[src/rtl/aes_pkg.sv]
// ---------------------------------------------------------------------------
// aes_pkg
// Shared AES definitions for the cipher datapaths.
//   - Nr / Nb / Nk        : AES-128 geometry
//   - encState_t          : one-hot FSM encoding (IDLE, START, RUN, LAST)
//   - SBOX / INV_SBOX     : forward and inverse substitution tables
//   - xtime/gmul2/gmul3   : GF(2^8) helpers, reduction polynomial 0x11b
// No ports (package).
// ---------------------------------------------------------------------------
package aes_pkg;

    localparam int Nr = 10;
    localparam int Nb = 4;
    localparam int Nk = 4;

    typedef enum logic [3:0] {
        IDLE  = 4'b0001,
        START = 4'b0010,
        RUN   = 4'b0100,
        LAST  = 4'b1000
    } encState_t;

    localparam logic [7:0] SBOX [256] = '{
        8'h63, 8'h7c, 8'h77, 8'h7b, 8'hf2, 8'h6b, 8'h6f, 8'hc5, 8'h30, 8'h01, 8'h67, 8'h2b, 8'hfe, 8'hd7, 8'hab, 8'h76,
        8'hca, 8'h82, 8'hc9, 8'h7d, 8'hfa, 8'h59, 8'h47, 8'hf0, 8'had, 8'hd4, 8'ha2, 8'haf, 8'h9c, 8'ha4, 8'h72, 8'hc0,
        8'hb7, 8'hfd, 8'h93, 8'h26, 8'h36, 8'h3f, 8'hf7, 8'hcc, 8'h34, 8'ha5, 8'he5, 8'hf1, 8'h71, 8'hd8, 8'h31, 8'h15,
        8'h04, 8'hc7, 8'h23, 8'hc3, 8'h18, 8'h96, 8'h05, 8'h9a, 8'h07, 8'h12, 8'h80, 8'he2, 8'heb, 8'h27, 8'hb2, 8'h75,
        8'h09, 8'h83, 8'h2c, 8'h1a, 8'h1b, 8'h6e, 8'h5a, 8'ha0, 8'h52, 8'h3b, 8'hd6, 8'hb3, 8'h29, 8'he3, 8'h2f, 8'h84,
        8'h53, 8'hd1, 8'h00, 8'hed, 8'h20, 8'hfc, 8'hb1, 8'h5b, 8'h6a, 8'hcb, 8'hbe, 8'h39, 8'h4a, 8'h4c, 8'h58, 8'hcf,
        8'hd0, 8'hef, 8'haa, 8'hfb, 8'h43, 8'h4d, 8'h33, 8'h85, 8'h45, 8'hf9, 8'h02, 8'h7f, 8'h50, 8'h3c, 8'h9f, 8'ha8,
        8'h51, 8'ha3, 8'h40, 8'h8f, 8'h92, 8'h9d, 8'h38, 8'hf5, 8'hbc, 8'hb6, 8'hda, 8'h21, 8'h10, 8'hff, 8'hf3, 8'hd2,
        8'hcd, 8'h0c, 8'h13, 8'hec, 8'h5f, 8'h97, 8'h44, 8'h17, 8'hc4, 8'ha7, 8'h7e, 8'h3d, 8'h64, 8'h5d, 8'h19, 8'h73,
        8'h60, 8'h81, 8'h4f, 8'hdc, 8'h22, 8'h2a, 8'h90, 8'h88, 8'h46, 8'hee, 8'hb8, 8'h14, 8'hde, 8'h5e, 8'h0b, 8'hdb,
        8'he0, 8'h32, 8'h3a, 8'h0a, 8'h49, 8'h06, 8'h24, 8'h5c, 8'hc2, 8'hd3, 8'hac, 8'h62, 8'h91, 8'h95, 8'he4, 8'h79,
        8'he7, 8'hc8, 8'h37, 8'h6d, 8'h8d, 8'hd5, 8'h4e, 8'ha9, 8'h6c, 8'h56, 8'hf4, 8'hea, 8'h65, 8'h7a, 8'hae, 8'h08,
        8'hba, 8'h78, 8'h25, 8'h2e, 8'h1c, 8'ha6, 8'hb4, 8'hc6, 8'he8, 8'hdd, 8'h74, 8'h1f, 8'h4b, 8'hbd, 8'h8b, 8'h8a,
        8'h70, 8'h3e, 8'hb5, 8'h66, 8'h48, 8'h03, 8'hf6, 8'h0e, 8'h61, 8'h35, 8'h57, 8'hb9, 8'h86, 8'hc1, 8'h1d, 8'h9e,
        8'he1, 8'hf8, 8'h98, 8'h11, 8'h69, 8'hd9, 8'h8e, 8'h94, 8'h9b, 8'h1e, 8'h87, 8'he9, 8'hce, 8'h55, 8'h28, 8'hdf,
        8'h8c, 8'ha1, 8'h89, 8'h0d, 8'hbf, 8'he6, 8'h42, 8'h68, 8'h41, 8'h99, 8'h2d, 8'h0f, 8'hb0, 8'h54, 8'hbb, 8'h16
    };

    // Used by the decryption datapath.
    localparam logic [7:0] INV_SBOX [256] = '{
        8'h52, 8'h09, 8'h6a, 8'hd5, 8'h30, 8'h36, 8'ha5, 8'h38, 8'hbf, 8'h40, 8'ha3, 8'h9e, 8'h81, 8'hf3, 8'hd7, 8'hfb,
        8'h7c, 8'he3, 8'h39, 8'h82, 8'h9b, 8'h2f, 8'hff, 8'h87, 8'h34, 8'h8e, 8'h43, 8'h44, 8'hc4, 8'hde, 8'he9, 8'hcb,
        8'h54, 8'h7b, 8'h94, 8'h32, 8'ha6, 8'hc2, 8'h23, 8'h3d, 8'hee, 8'h4c, 8'h95, 8'h0b, 8'h42, 8'hfa, 8'hc3, 8'h4e,
        8'h08, 8'h2e, 8'ha1, 8'h66, 8'h28, 8'hd9, 8'h24, 8'hb2, 8'h76, 8'h5b, 8'ha2, 8'h49, 8'h6d, 8'h8b, 8'hd1, 8'h25,
        8'h72, 8'hf8, 8'hf6, 8'h64, 8'h86, 8'h68, 8'h98, 8'h16, 8'hd4, 8'ha4, 8'h5c, 8'hcc, 8'h5d, 8'h65, 8'hb6, 8'h92,
        8'h6c, 8'h70, 8'h48, 8'h50, 8'hfd, 8'hed, 8'hb9, 8'hda, 8'h5e, 8'h15, 8'h46, 8'h57, 8'ha7, 8'h8d, 8'h9d, 8'h84,
        8'h90, 8'hd8, 8'hab, 8'h00, 8'h8c, 8'hbc, 8'hd3, 8'h0a, 8'hf7, 8'he4, 8'h58, 8'h05, 8'hb8, 8'hb3, 8'h45, 8'h06,
        8'hd0, 8'h2c, 8'h1e, 8'h8f, 8'hca, 8'h3f, 8'h0f, 8'h02, 8'hc1, 8'haf, 8'hbd, 8'h03, 8'h01, 8'h13, 8'h8a, 8'h6b,
        8'h3a, 8'h91, 8'h11, 8'h41, 8'h4f, 8'h67, 8'hdc, 8'hea, 8'h97, 8'hf2, 8'hcf, 8'hce, 8'hf0, 8'hb4, 8'he6, 8'h73,
        8'h96, 8'hac, 8'h74, 8'h22, 8'he7, 8'had, 8'h35, 8'h85, 8'he2, 8'hf9, 8'h37, 8'he8, 8'h1c, 8'h75, 8'hdf, 8'h6e,
        8'h47, 8'hf1, 8'h1a, 8'h71, 8'h1d, 8'h29, 8'hc5, 8'h89, 8'h6f, 8'hb7, 8'h62, 8'h0e, 8'haa, 8'h18, 8'hbe, 8'h1b,
        8'hfc, 8'h56, 8'h3e, 8'h4b, 8'hc6, 8'hd2, 8'h79, 8'h20, 8'h9a, 8'hdb, 8'hc0, 8'hfe, 8'h78, 8'hcd, 8'h5a, 8'hf4,
        8'h1f, 8'hdd, 8'ha8, 8'h33, 8'h88, 8'h07, 8'hc7, 8'h31, 8'hb1, 8'h12, 8'h10, 8'h59, 8'h27, 8'h80, 8'hec, 8'h5f,
        8'h60, 8'h51, 8'h7f, 8'ha9, 8'h19, 8'hb5, 8'h4a, 8'h0d, 8'h2d, 8'he5, 8'h7a, 8'h9f, 8'h93, 8'hc9, 8'h9c, 8'hef,
        8'ha0, 8'he0, 8'h3b, 8'h4d, 8'hae, 8'h2a, 8'hf5, 8'hb0, 8'hc8, 8'heb, 8'hbb, 8'h3c, 8'h83, 8'h53, 8'h99, 8'h61,
        8'h17, 8'h2b, 8'h04, 8'h7e, 8'hba, 8'h77, 8'hd6, 8'h26, 8'he1, 8'h69, 8'h14, 8'h63, 8'h55, 8'h21, 8'h0c, 8'h7d
    };

    // Multiply by x in GF(2^8), reducing by 0x11b.
    function automatic logic [7:0] xtime(input logic [7:0] b);
        return {b[6:0], 1'b0} ^ (b[7] ? 8'h1b : 8'h00);
    endfunction

    function automatic logic [7:0] gmul2(input logic [7:0] b);
        return xtime(b);
    endfunction

    function automatic logic [7:0] gmul3(input logic [7:0] b);
        return xtime(b) ^ b;
    endfunction

endpackage

[src/rtl/enc_round_fn.sv]
// ---------------------------------------------------------------------------
// enc_round_fn
// Purely combinational AES forward round:
//   oData = [MixColumns](ShiftRows(SubBytes(iData))) ^ iKey
// Ports:
//   iData  in  128  round input state (byte n = bits [8n+7:8n], column-major)
//   iKey   in  128  round key
//   iLast  in  1    final round: MixColumns is bypassed
//   oData  out 128  round output state
// ---------------------------------------------------------------------------
module enc_round_fn
    import aes_pkg::*;
(
    input  logic [127:0] iData,
    input  logic [127:0] iKey,
    input  logic         iLast,
    output logic [127:0] oData
);

    logic [7:0] subB [16];
    logic [7:0] shiftB [16];
    logic [7:0] mixB [16];

    genvar gi, gj;
    generate
        for (gi = 0; gi < 16; gi++) begin : gSub
            assign subB[gi] = SBOX[iData[8*gi +: 8]];
        end

        // Row r of column c takes the byte from column (c + r) mod 4.
        for (gi = 0; gi < Nb; gi++) begin : gShiftCol
            for (gj = 0; gj < 4; gj++) begin : gShiftRow
                assign shiftB[4*gi + gj] = subB[4*((gi + gj) % 4) + gj];
            end
        end

        for (gi = 0; gi < Nb; gi++) begin : gMix
            logic [7:0] a0, a1, a2, a3;
            assign a0 = shiftB[4*gi + 0];
            assign a1 = shiftB[4*gi + 1];
            assign a2 = shiftB[4*gi + 2];
            assign a3 = shiftB[4*gi + 3];
            assign mixB[4*gi + 0] = gmul2(a0) ^ gmul3(a1) ^ a2 ^ a3;
            assign mixB[4*gi + 1] = a0 ^ gmul2(a1) ^ gmul3(a2) ^ a3;
            assign mixB[4*gi + 2] = a0 ^ a1 ^ gmul2(a2) ^ gmul3(a3);
            assign mixB[4*gi + 3] = gmul3(a0) ^ a1 ^ a2 ^ gmul2(a3);
        end

        for (gi = 0; gi < 16; gi++) begin : gOut
            assign oData[8*gi +: 8] = (iLast ? shiftB[gi] : mixB[gi]) ^ iKey[8*gi +: 8];
        end
    endgenerate

endmodule

[src/rtl/enccipher.sv]
// ---------------------------------------------------------------------------
// enccipher
// Iterative AES-128 encryption core, one round per clock. Round keys arrive
// in parallel from the key expansion unit; a round waits until its key's
// ready bit is high.
// Ports:
//   iClk                 in  1    clock
//   iRstN                in  1    asynchronous reset, active-low
//   iEncStart            in  1    start request (honoured only when idle)
//   iEncData             in  128  plaintext, captured on start
//   iEncKeyRoundReady    in  11   bit r: iEncKeyRoundNN for round r is valid
//   iEncKeyRound00..10   in  128  round keys
//   oEncBusy             out 1    block in progress
//   oEncBlkEnd           out 1    one-cycle pulse, oEncData valid
//   oEncData             out 128  ciphertext, held until the next block ends
// ---------------------------------------------------------------------------
module enccipher
    import aes_pkg::*;
(
    input  logic         iClk,
    input  logic         iRstN,
    input  logic         iEncStart,
    input  logic [127:0] iEncData,
    input  logic [10:0]  iEncKeyRoundReady,
    input  logic [127:0] iEncKeyRound00,
    input  logic [127:0] iEncKeyRound01,
    input  logic [127:0] iEncKeyRound02,
    input  logic [127:0] iEncKeyRound03,
    input  logic [127:0] iEncKeyRound04,
    input  logic [127:0] iEncKeyRound05,
    input  logic [127:0] iEncKeyRound06,
    input  logic [127:0] iEncKeyRound07,
    input  logic [127:0] iEncKeyRound08,
    input  logic [127:0] iEncKeyRound09,
    input  logic [127:0] iEncKeyRound10,
    output logic         oEncBusy,
    output logic         oEncBlkEnd,
    output logic [127:0] oEncData
);

    encState_t    state;
    logic [3:0]   round;
    logic [127:0] data;

    // Keys and ready bits are padded to 16 entries so the 4-bit round
    // counter indexes them without an out-of-range case.
    logic [127:0] roundKeys [16];
    logic [15:0]  readyExt;
    logic [127:0] curKey;
    logic         roundReady;
    logic [127:0] roundOut;

    assign roundKeys[0]  = iEncKeyRound00;
    assign roundKeys[1]  = iEncKeyRound01;
    assign roundKeys[2]  = iEncKeyRound02;
    assign roundKeys[3]  = iEncKeyRound03;
    assign roundKeys[4]  = iEncKeyRound04;
    assign roundKeys[5]  = iEncKeyRound05;
    assign roundKeys[6]  = iEncKeyRound06;
    assign roundKeys[7]  = iEncKeyRound07;
    assign roundKeys[8]  = iEncKeyRound08;
    assign roundKeys[9]  = iEncKeyRound09;
    assign roundKeys[10] = iEncKeyRound10;

    genvar gi;
    generate
        for (gi = Nr + 1; gi < 16; gi++) begin : gKeyPad
            assign roundKeys[gi] = '0;
        end
    endgenerate

    assign readyExt   = {5'b0, iEncKeyRoundReady};
    assign curKey     = roundKeys[round];
    assign roundReady = readyExt[round];

    enc_round_fn uRound (
        .iData (data),
        .iKey  (curKey),
        .iLast (state == LAST),
        .oData (roundOut)
    );

    always_ff @(posedge iClk or negedge iRstN) begin
        if (!iRstN) begin
            state      <= IDLE;
            round      <= '0;
            data       <= '0;
            oEncBusy   <= 1'b0;
            oEncBlkEnd <= 1'b0;
            oEncData   <= '0;
        end else begin
            oEncBlkEnd <= 1'b0;
            unique case (state)
                IDLE: begin
                    if (iEncStart) begin
                        data     <= iEncData;
                        round    <= '0;
                        state    <= START;
                        oEncBusy <= 1'b1;
                    end
                end
                START: begin
                    if (roundReady) begin
                        data  <= data ^ curKey;
                        round <= 4'd1;
                        state <= RUN;
                    end
                end
                RUN: begin
                    if (roundReady) begin
                        data  <= roundOut;
                        round <= round + 4'd1;
                        if (round == 4'(Nr - 1)) begin
                            state <= LAST;
                        end
                    end
                end
                LAST: begin
                    if (roundReady) begin
                        oEncData   <= roundOut;
                        oEncBlkEnd <= 1'b1;
                        oEncBusy   <= 1'b0;
                        state      <= IDLE;
                    end
                end
                default: begin
                    state    <= IDLE;
                    oEncBusy <= 1'b0;
                end
            endcase
        end
    end

endmodule

[config.mk]
export PLATFORM = sky130hd
export DESIGN_NAME = enccipher
export DESIGN_NICKNAME = d
export VERILOG_FILES = /design/src/rtl/aes_pkg.sv /design/src/rtl/enc_round_fn.sv /design/src/rtl/enccipher.sv
export SDC_FILE = /design/constraint.sdc
export NUM_CORES = 2
export LEC_CHECK = 0
export BUFFER_PORTS_ARGS = -buffer_cell sky130_fd_sc_hd__buf_2
export CAP_MARGIN = 10
export CORE_AREA = 2 2 649 651
export CTS_BUF_LIST = sky130_fd_sc_hd__clkbuf_4 sky130_fd_sc_hd__clkbuf_8
export DETAILED_ROUTE_END_ITERATION = 12
export DIE_AREA = 0 0 651 653
export PLACE_DENSITY = 0.47
export SKIP_LAST_GASP = 1
export SLEW_MARGIN = 20
export SYNTH_ARGS = -nofsm -noshare
export SYNTH_HDL_FRONTEND = slang
export SYNTH_SLANG_ARGS = --single-unit
export TNS_END_PERCENT = 100
[constraint.sdc]
create_clock -name iClk -period 5.8 [get_ports iClk]
set_input_delay 0.29 -clock iClk [delete_from_list [all_inputs] [get_ports iClk]]
set_output_delay 0.29 -clock iClk [all_outputs]
set_load 0.005 [all_outputs]
==> results.toml <==
[cts]
clk_root_buffer_cell = "sky130_fd_sc_hd__clkbuf_8"
clkSlewWorstSetupHoldPaths_ns = 0.07
cts_made_buffers = 72
tritoncts_num_sinks = 266
htree_num_levels = 3
clk-insertion-delay-late_ns = 0.97
tritoncts = "yes"
cts_max_path_buffers = 4

[logic_synthesis]
net_count_synth = 13090
synthSimpleGateAreaFrac_pct = 20.48
synth_compound_gate_area_share_pct = 34.25
yosysSeqAreaShare_pct = 8.072
synth_area_per_cell_sq_um = 7.298
synth-seq-cells = 266
dominantRegCellSynth = "sky130_fd_sc_hd__dfrtp_1"
post_synth_fa_ha_maj_area_fraction_pct = 3.550
synth.mux.area_fraction_pct = 17.32
mappedNetlistArea_sq_um = 82480
ys.warnings.count = 0
yosys.area_share.xor_xnor_pct = 8.182
synth-edff-count = 0
synth_async_sr_flop_share_pct = 100.0
synthCells = 11300
main_combinational_cell_family_by_area_after_synthesis = "compound AO/OA/AOI/OAI gates"
synthDistinctLibCells = 129

[grt]
grt-busiest-layer = "met2"
grt.met2_usage_pct = 49.70
global_route.overflow_total = 0
pin_count_of_the_biggest_net_entering_global_routing = 157
antenna_violations_before_repair = 402
grt.met3_usage_pct = 12.84
grt_first_pass_wirelength_mm = 1013
via_count_of_the_first_global_routing_pass = 102200
grt_usage_pct = 34.93
use_met1_pct = 42.34

[critical_path]
worstSetupPathType = "flop to flop"
critical_path_required_ns = 6.58
worstPathMaxFanout = 10
setup.worst_path.end_class = "flop"
ff2ff_path_depth = 14
worst_ep_arrival_time_ns = 5.89
start_kind = "flop"

[sta]
setup_repair_after_global_routing_missed_its_margin = "no"
worst_slew_margin_rel_pct = 18.44
max_freq_ghz = 0.1957
timing.final.crit_period_ns = 5.111
fin_skew_ns = 0.1240
slew_violations = 0
finalHoldViolations = 0
finalCritPeriodShare_pct = 88.12
worstMarginPinSlew_ns = 1.218
post_route_setup_tns_ns = 0
report.final.setup_viol = 0

[final_layout]
area_delta_synth_final_pct = 24.87
nFillCells = 47090
net_count_final = 14370
layout-drive-gt1-share_pct = 26.89
layout.cells.most_common_list = "1678 x sky130_fd_sc_hd__buf_2, 975 x sky130_fd_sc_hd__o21ai_0, 948 x sky130_fd_sc_hd__nor2_1, 921 x sky130_fd_sc_hd__a21oi_1, 875 x sky130_fd_sc_hd__nand2_1"
final_common_cell = "sky130_fd_sc_hd__buf_2"

[routing]
drt_first_iter_violations = 20250
drt_pass1_iterations = 7
route.final.wire_length_mm = 785.2
antenna_left = 0
vias = 113500
drc = 0
wl_per_cell_um = 41.77
routed_via_density = 6.039

[place]
finalWeightedCongestion = 1.084
place.port_buffers = 1679
detailedPlacementHpwl_mm = 639.4

[floorplanning]
die_width_um = 651
die_h_um = 653
io_pins = 1680
initial_utilization_pct = 19.71
design.die.area_sq_um = 425100
placeableCoreArea_sq_um = 418400
num_rows = 238

[status]
run_status = "finished, final reports clean"

[worst_hold_path]
hold_path.class = "input port to asynchronous set/reset pin"

[job]
max_cap_viol_count = 0
-- per-layer routing --
metal | vias up | share of wire (%)
met5 | - | 0.16
met2 | 9164 | 41
met4 | 158 | 9.4
met1 | 55870 | 37
li1 | 46310 | -
met3 | 2031 | 13
-- timing repair --
item	CTS	global route
hold buffers	132	0
gates resized for setup	0	0
setup buffers	0	0
endpoints found under the hold margin	335	0
-- layout make-up --
| cell class | count | area [sq um] | area share [%] |
|---|---|---|---|
| well taps | 5520 | 6907 | 6.706 |
| clock buffers | 110 | 1395 | 1.355 |
| inverters | 167 | 634.4 | 0.6159 |
| flip-flops and latches | 266 | 6769 | 6.572 |
| repair buffers | 2562 | 16020 | 15.55 |
| clock inverters | 15 | 205.2 | 0.1992 |
| multi-input cells | 9520 | 69470 | 67.45 |
| diodes | 639 | 1599 | 1.553 |
-- worst max-delay path: stages (launching register included) --
cell	delay (ns)
sky130_fd_sc_hd__dfrtp_1	0.47
sky130_fd_sc_hd__inv_1	0.08
sky130_fd_sc_hd__buf_4	0.19
sky130_fd_sc_hd__ha_1	0.53
sky130_fd_sc_hd__nor2b_1	0.78
sky130_fd_sc_hd__nor2_1	0.12
sky130_fd_sc_hd__mux4_2	0.55
sky130_fd_sc_hd__a221oi_1	0.37
sky130_fd_sc_hd__a21oi_1	0.16
sky130_fd_sc_hd__o211ai_2	0.26
sky130_fd_sc_hd__xor2_1	0.47
sky130_fd_sc_hd__xnor2_1	0.16
sky130_fd_sc_hd__xnor2_1	0.48
sky130_fd_sc_hd__buf_4	0.21
sky130_fd_sc_hd__o221ai_1	0.11
-- kinds of logic (layout without fill, tap and decap cells) --
group | after synthesis | after routing
compound gates | 4188 | 4188
simple gates | 3510 | 3510
buf+inv | 1516 | 2854
mux | 845 | 845
xor+xnor | 743 | 743
flops | 266 | 266
fa+ha+maj | 234 | 234
other cells | 0 | 639
-- state kept, by name, indices dropped and copies added, names as in the netlist --
| name | flops |
|---|---|
| data | 128 |
| state | 4 |
| oEncBusy | 1 |
| oEncData | 128 |
| oEncBlkEnd | 1 |
| round | 4 |
-- final timing paths --
check | from | endpoint | slack [ns]
setup / recovery | data[97]$_DFFE_PN0P_ | data[121]$_DFFE_PN0P_ | 0.69
hold / removal | iRstN | data[54]$_DFFE_PN0P_ | 0.09
setup reg to reg | data[97]$_DFFE_PN0P_ | data[121]$_DFFE_PN0P_ | 0.69
hold reg to reg | oEncData[118]$_DFFE_PN0P_ | oEncData[118]$_DFFE_PN0P_ | 0.47
max in group asynchronous | iRstN | data[115]$_DFFE_PN0P_ | 4.81
min in group iClk | iEncKeyRound09[63] | data[63]$_DFFE_PN0P_ | 0.11
-- synth_stat cells (all sizes together) (152+ instances only) --
library cell    n  area (sq um)
mux2i         348          3496
xor2          213          1937
o311ai        158          1409
a311oi        152          1391
o21ai         989          4961
o22ai         196          1232
ha            234          2928
buf           639          3422
a31oi         233          1473
mux4          461         10380
clkbuf        710          2669
nor2          957          3615
nand3         291          1456
a21oi         925          4641
nand2         878          3298
nand2b        323          2026
o211ai        192          1470
nor3          300          1511
nor2b         254          1602
xnor2         522          4632
dfrtp         265          6631
a211oi        210          1624
-- metrics by stage --
step                      utilization (%)  area (sq um)  instances  hold slack (ns)  setup WS [ns]
after floorplan                         -         82480      11300        -0.005591          1.649
after global placement              23.52         98400      17900           0.3074         0.7648
after detailed placement            23.52         98430      17900           0.3118         0.8556
after CTS                           24.23        101400      18160          0.02505         0.8468
after global routing                24.46        102300      18540           0.1033         0.6791
final                               24.62        103000      18800          0.08862         0.6890
Power is left out: the tool's default activity adds up to more than one toggle a clock period on the data nets, which glitch-free logic cannot reach.
